==> config.mk <==
export PLATFORM = sky130hd
export DESIGN_NAME = sm_mcu_cpu_oci_dct_ctrl
export DESIGN_NICKNAME = d
export VERILOG_FILES = /design/src/rtl/sm_mcu_cpu_oci_dct_pkg.sv /design/src/rtl/sm_mcu_cpu_oci_dct_outreg.sv /design/src/rtl/sm_mcu_cpu_oci_dct_ctrl.sv
export SDC_FILE = /design/constraint.sdc
export NUM_CORES = 1
export LEC_CHECK = 0
export ABC_AREA = 1
export CORE_MARGIN = 3
export CORE_UTILIZATION = 49
export DETAILED_ROUTE_END_ITERATION = 6
export GPL_ROUTABILITY_DRIVEN = 0
export PLACE_DENSITY = 0.81
export SYNTH_ARGS = -nofsm -noshare
export SYNTH_HDL_FRONTEND = slang
export SYNTH_HIERARCHICAL = 1
export SYNTH_SLANG_ARGS = --single-unit
==> constraint.sdc <==
create_clock -name clk -period 2.69 [get_ports clk]
set_clock_uncertainty 0.2 [all_clocks]
set_input_delay 0.4035 -clock clk [delete_from_list [all_inputs] [get_ports clk]]
set_output_delay 0.4035 -clock clk [all_outputs]
set_load 0.005 [all_outputs]
==> src/rtl/sm_mcu_cpu_oci_dct_pkg.sv <==
// Shared constants and state encoding for the OCI debug capture trace controller.
package sm_mcu_cpu_oci_dct_pkg;

   localparam int FRAG_W = 2;
   localparam int SLOTS  = 15;
   localparam int BUF_W  = FRAG_W * SLOTS;
   localparam int CNT_W  = 4;

   typedef enum logic [1:0] {
      ST_FILL  = 2'd0,
      ST_FLUSH = 2'd1,
      ST_ENDED = 2'd2
   } dct_state_t;

endpackage

==> src/rtl/sm_mcu_cpu_oci_dct_outreg.sv <==
// Single-entry valid/ready holding register between the capture buffer and trace memory.
module sm_mcu_cpu_oci_dct_outreg #(
   parameter int BUF_W = sm_mcu_cpu_oci_dct_pkg::BUF_W,
   parameter int CNT_W = sm_mcu_cpu_oci_dct_pkg::CNT_W
) (
   input  logic             clk,
   input  logic             reset,
   input  logic             load,
   input  logic [BUF_W-1:0] load_data,
   input  logic [CNT_W-1:0] load_count,
   input  logic             word_ready,
   output logic             word_valid,
   output logic [BUF_W-1:0] word_data,
   output logic [CNT_W-1:0] word_count,
   output logic             free
);

   // The slot can take a new word in the same cycle the old one drains.
   assign free = !word_valid || word_ready;

   always_ff @(posedge clk) begin
      if (reset) begin
         word_valid <= 1'b0;
         word_data  <= '0;
         word_count <= '0;
      end else if (load) begin
         word_valid <= 1'b1;
         word_data  <= load_data;
         word_count <= load_count;
      end else if (word_ready) begin
         word_valid <= 1'b0;
      end
   end

endmodule

==> src/rtl/sm_mcu_cpu_oci_dct_ctrl.sv <==
// Packs trace fragments LSB-first into a capture buffer, hands full words to trace memory,
// and flushes any partial word when the test ends.
module sm_mcu_cpu_oci_dct_ctrl #(
   parameter int  FRAG_W = sm_mcu_cpu_oci_dct_pkg::FRAG_W,
   parameter int  SLOTS  = sm_mcu_cpu_oci_dct_pkg::SLOTS,
   parameter int  CNT_W  = sm_mcu_cpu_oci_dct_pkg::CNT_W,
   localparam int BUF_W  = FRAG_W * SLOTS
) (
   input  logic              clk,
   input  logic              reset,
   input  logic              frag_valid,
   input  logic [FRAG_W-1:0] frag_data,
   output logic              frag_ready,
   input  logic              test_ending,
   output logic              word_valid,
   output logic [BUF_W-1:0]  word_data,
   output logic [CNT_W-1:0]  word_count,
   input  logic              word_ready,
   output logic [BUF_W-1:0]  dct_buffer,
   output logic [CNT_W-1:0]  dct_count,
   output logic              test_has_ended
);

   import sm_mcu_cpu_oci_dct_pkg::*;

   localparam logic [CNT_W-1:0] FULL_CNT = CNT_W'(SLOTS);

   dct_state_t        state;
   dct_state_t        state_next;
   logic [BUF_W-1:0]  buf_next;
   logic [CNT_W-1:0]  cnt_next;
   logic              free;
   logic              load;
   logic              accept;

   assign frag_ready     = (state == ST_FILL) && !test_ending && ((dct_count < FULL_CNT) || free);
   assign accept         = frag_valid && frag_ready;
   assign load           = free && (state != ST_ENDED) &&
                           ((dct_count == FULL_CNT) || ((state == ST_FLUSH) && (dct_count != '0)));
   assign test_has_ended = (state == ST_ENDED);

   always_comb begin
      state_next = state;
      case (state)
         ST_FILL:  if (test_ending) state_next = ST_FLUSH;
         ST_FLUSH: if ((dct_count == '0) && !word_valid) state_next = ST_ENDED;
         default:  state_next = state;
      endcase
   end

   // A fragment arriving with a transfer lands in slot 0 of the freshly cleared buffer.
   always_comb begin
      buf_next = dct_buffer;
      cnt_next = dct_count;
      if (load) begin
         buf_next = '0;
         cnt_next = '0;
      end
      if (accept) begin
         for (int k = 0; k < SLOTS; k++) begin
            if (cnt_next == CNT_W'(k)) buf_next[FRAG_W*k +: FRAG_W] = frag_data;
         end
         cnt_next = cnt_next + CNT_W'(1);
      end
   end

   always_ff @(posedge clk) begin
      if (reset) begin
         state      <= ST_FILL;
         dct_buffer <= '0;
         dct_count  <= '0;
      end else begin
         state      <= state_next;
         dct_buffer <= buf_next;
         dct_count  <= cnt_next;
      end
   end

   sm_mcu_cpu_oci_dct_outreg #(
      .BUF_W (BUF_W),
      .CNT_W (CNT_W)
   ) u_outreg (
      .clk        (clk),
      .reset      (reset),
      .load       (load),
      .load_data  (dct_buffer),
      .load_count (dct_count),
      .word_ready (word_ready),
      .word_valid (word_valid),
      .word_data  (word_data),
      .word_count (word_count),
      .free       (free)
   );

endmodule

Word-level counts from Yosys, hierarchy flattened
Index checks and enable logic that the tools add are counted.

Add/subtract/negate cells: 1. Order comparisons: 1. Eq/ne operators: 20. Multiplexer cells: 24. Reduce and logical (&&, ||, !) cells: 19.

Operators by type and width (number): $mux W30 (2); $mux W2 (17); $eq A4 B4 Y1 const B (8); $eq A4 B3 Y1 const B (4); $eq A4 B2 Y1 const B (2); $logic_not A4 Y1 (2); $mux W4 (2); $logic_and A1 B1 Y1 (7); $add A4 B1 Y4 const B (1); $eq A4 B1 Y1 const B (1); $lt A4 B4 Y1 const B (1); $ne A2 B2 Y1 const B (2); $pmux W2 S2 (1); $reduce_bool A2 Y1 (2); $reduce_bool A4 Y1 (1); $logic_or A1 B1 Y1 (3); $reduce_and A3 Y1 (1); $eq A2 B1 Y1 const B (1); $eq A2 B2 Y1 const B (1); $logic_not A1 Y1 (2); $logic_not A2 Y1 (1); $mux W1 (2); $ne A2 B1 Y1 const B (1).

Flip-flop bits (word level): 71. Output and inout port bits: 71. Word-level logic and storage cells: 71.

Depth between registers and ports, before layout
Depth in word-level cells: 8. Mapped depth: 13. Depth with buffers taken out: 11.

By module
Netlist, hierarchy kept.

Modules (own cells, without submodules): sm_mcu_cpu_oci_dct_ctrl (instances 1, cells an instance 279, area an instance 1904.3 µm², seq. area each 720.7 µm²); sm_mcu_cpu_oci_dct_outreg (instances 1, cells an instance 151, area an instance 1221.2 µm², seq. area each 700.7 µm²).

Worst setup path before layout
OpenSTA, ideal clock, no wires.

Path type: register to register. Start: register dct_count[2]. End: register u_outreg.word_data[17]. Library setup time: 0.116 ns. Arrival: 1.602 ns. Data required time: 2.374 ns. Path slack: 0.772 ns. Stages on the path, launching flop included: 13. Cells stage by stage: dfxtp_1 > buf_6 > nand2_1 > inv_1 > nand3_1 > nand2_2 > nand2_4 > buf_6 > inv_1 > inv_2 > buf_6 > nor2_1 > nor2_1.

Word-level cells in the longest chain between the ends: 4. Elaborated cells on any way between the ends: 5.

Ends and longest elaborated chain: from (decl) (line sm_mcu_cpu_oci_dct_ctrl.sv:20) `output logic [CNT_W-1:0] dct_count,`; from (signal assigned) (line sm_mcu_cpu_oci_dct_ctrl.sv:75) `dct_count <= cnt_next;`; $reduce_bool A4 Y1 (line sm_mcu_cpu_oci_dct_ctrl.sv:39) `((dct_count == FULL_CNT) || ((state == ST_FLUSH) && (dct_count != '0)));`; $logic_and A1 B1 Y1 (line sm_mcu_cpu_oci_dct_ctrl.sv:39); $logic_or A1 B1 Y1 (*) (line sm_mcu_cpu_oci_dct_ctrl.sv:39); $logic_and A1 B1 Y1 (*) (line sm_mcu_cpu_oci_dct_ctrl.sv:38) `assign load = free && (state != ST_ENDED) &&`; named net load (line sm_mcu_cpu_oci_dct_ctrl.sv:33) `logic load;`; to (signal assigned) (line sm_mcu_cpu_oci_dct_outreg.sv:28) `word_data <= load_data;`; to (decl) (line sm_mcu_cpu_oci_dct_outreg.sv:13) `output logic [BUF_W-1:0] word_data,`.

The timed path passes the listed nets; every way through them passes the cells marked *. A chain may end at the register's enable or synchronous reset.

Worst setup path in the final report
Start: input port word_ready. End: output port frag_ready.

Word-level cells in the longest chain between the ends: 3.

Ends and longest elaborated chain: from (decl) (line sm_mcu_cpu_oci_dct_ctrl.sv:18) `input logic word_ready,`; $logic_or A1 B1 Y1 (line sm_mcu_cpu_oci_dct_outreg.sv:19) `assign free = !word_valid || word_ready;`; named net free (line sm_mcu_cpu_oci_dct_ctrl.sv:32) `logic free;`; $logic_or A1 B1 Y1 (line sm_mcu_cpu_oci_dct_ctrl.sv:36) `assign frag_ready = (state == ST_FILL) && !test_ending && ((dct_count < FULL_CNT) || free);`; $logic_and A1 B1 Y1 (line sm_mcu_cpu_oci_dct_ctrl.sv:36); to (decl) (line sm_mcu_cpu_oci_dct_ctrl.sv:13) `output logic frag_ready,`.

The timed path passes the listed nets, and every way through them passes these cells.

==> results.yml <==
run_status:
  status: "finished clean"
timing:
  setup_viol: 0
  slew_viol_final: 0
  finalHoldViolations: 0
  timing.final.crit_period_ns: 2.41
  worstMarginPinSlew_ns: 0.929
  whs_ns: 0.301
  setup_slack_ns: 0.282
  setup_tns_ns: 0
  finalCritPeriodShare: 0.895
  timing.fmax_mhz: 415
  rsz0062_at_grt: "false"
  slew_headroom: 0.380
synth:
  yosys-top-cells-count: "124 x nor2_1, 71 x dfxtp_1, 68 x nand2_1"
  syn_area_per_cell_um2: 7.27
  synth.top_cell.area_share: 0.455
  synth_most_common_cell: "nor2_1"
  async_flop_share: 0
  syn_nets: 437
  synthFlopType: "dfxtp_1"
  ys_ff_latch: 71
  ys_seq_area_frac: 0.455
  synth_area_leader_cell: "dfxtp_1"
  synth_edf_count: 0
  synth_area_um2: 3130
  synthTopCellsByArea: "dfxtp_1 45%, nor2_1 15%, nand2_1 8.2%, a21boi_0 5.8%, o21ai_0 5.4%"
  yosys_warnings: 6
  syn_inst: 430
  synthDistinctLibCells: 24
cts:
  ctsResizeCount: 0
  cts_hold_buf: 0
  clk_pin_slew_ns: 0.07
  numCtsBuffers: 9
  cts_tree: "yes"
  cts_htree_levels: 3
  clock_sinks: 71
  post_cts.repair.setup_buffers: 0
  clk_latency_ns: 0.34
  clk_path_buf_depth: 2
  cts-root-buf: "clkbuf_8"
setup_path:
  rrSetupSlack_ns: 0.42
  r2r_cells: 11
  critPathMaxFanout: 2
  critPathLaunchType: "primary input"
  timing.rr.start: "dct_count[0]"
  cp.arrival_ns: 1.80
  critPathRequiredTime_ns: 2.09
  critPathCaptureType: "output port"
  worst_r2r_endpoint: "dct_buffer[25]"
  path_class: "primary input to output port"
cells_and_area:
  fin_nets: 506
  antenna_cells: 0
  instances_no_fill: 579
  n_fill_cell: 519
  drive_gt1_frac: 0.0734
  area_growth_pct: 30.1
  fin_area_um2: 4070
detailed_routing:
  routedWlPerCell_um: 12.8
  dr.pass1.iters: 4
  drc: 0
  vias: 2957
  ant_nets: 0
  routed_wl_mm: 7.40
  drt_iter0_markers: 244
  vias_per_cell: 5.11
floorplan:
  start_util: 0.516
  fp.dieW_um: 85.9
  core-area_um2: 6060
  dieArea_um2: 7370
  rows: 28
  die_y_um: 85.9
  num_io_pins: 78
global_routing:
  grt_pass1_vias: 2808
  antenna_found_initial: 0
  grt_max_degree: 36
  globalRouteTotalUtil: 0.216
  grt_pass1_wl_mm: 12.8
  gr-total-overflow: 0
place:
  hpwl_mm: 5.02
  port_buffers: 77
  dpl_worst_slack_ns: 0.155
  dp.cells: 563
  place_area_um2: 3850
worst_hold_path:
  min_to: "u_outreg/word_data[25]"
  min_from: "u_outreg/word_data[25]"
  hold_class: "register to register"
  hold_depth: 2
job:
  maxCapViolCount: 0
pwr:
  leakagePower_nw: 1.74
  p_per_area_nw_per_um2: 551
  peakVddDrop_v: 0.000397
stage by stage:
stage	utilization	total power [mW]
after floorplan	-	1.25
after global placement	0.636	1.35
after detailed placement	0.636	1.35
after CTS	0.671	2.26
after global routing	0.671	2.33
final	0.671	2.24
cell type report:
class                           instances  area [um2]  share of cell area
Inverter                               28         105              0.0259
Clock buffer                           10         128              0.0314
Tap cell                               75        93.8              0.0231
Multi-Input combinational cell        306        1420               0.348
Clock inverter                          6        85.1              0.0209
Timing Repair Buffer                   83         816               0.201
Sequential cell                        71        1420               0.350
critical path, stage by stage:
cell,delay [ns]
clkdlybuf4s50_1,0.46
inv_1,0.04
nand2_1,0.08
inv_1,0.06
nand4_1,0.09
nand2_1,0.11
inv_1,0.08
clkdlybuf4s50_1,0.50
how the worst max path moves through the flow:
stage | startpoint | to
detailed placement | word_ready | dct_buffer[25]
global route | dct_count[0] | dct_buffer[25]
floorplan | dct_count[2] | u_outreg/word_data[17]
CTS | word_ready | frag_ready
global placement | word_ready | dct_buffer[13]
finish | word_ready | frag_ready
kinds of logic after synthesis:
group / synth area share
AO/OA/AOI/OAI: 0.124
buffers and inverters: 0.0921
flip-flops: 0.455
AND/OR/NAND/NOR: 0.329
layout by cell type (no fill, tap or decap):
master / instances
a21boi_0: 24
clkinvlp_4: 2
nor4_1: 1
inv_1: 25
a21oi_1: 6
nand2_1: 68
a21oi_2: 1
nor2_1: 124
nand4_1: 1
nor2_4: 5
nand3b_4: 1
dfxtp_1: 71
nand2_4: 1
clkbuf_1: 1
nor2_2: 2
inv_2: 3
nor3_1: 2
buf_4: 6
clkdlybuf4s50_1: 77
o21ai_0: 34
bufinv_16: 2
clkinv_2: 2
nand3_1: 33
clkbuf_8: 9
nand2_2: 3
flip-flops by register name, summed over array words and instances, names as in the netlist:
| signal | count |
|---|---|
| dct_buffer | 30 |
| dct_count | 4 |
| state | 2 |
| u_outreg/word_count | 4 |
| u_outreg/word_data | 30 |
| u_outreg/word_valid | 1 |
routing by layer:
layer	share of wire	routed length, um	track usage
met1	0.45	3310	0.272
met2	0.47	3440	0.353
met3	0.065	480	0.0548
met4	0.023	172	0.0892
met5	0	0	0
power breakdown:
| part | internal (mW) | leakage [nW] | total [mW] | switching [mW] |
|---|---|---|---|---|
| Clock | 0.519 | 0.102 | 0.914 | 0.395 |
| Sequential | 1.08 | 0.574 | 1.10 | 0.0221 |
| Combinational | 0.102 | 1.07 | 0.223 | 0.121 |
No activity file was read; power rests on OpenSTA's default activity.
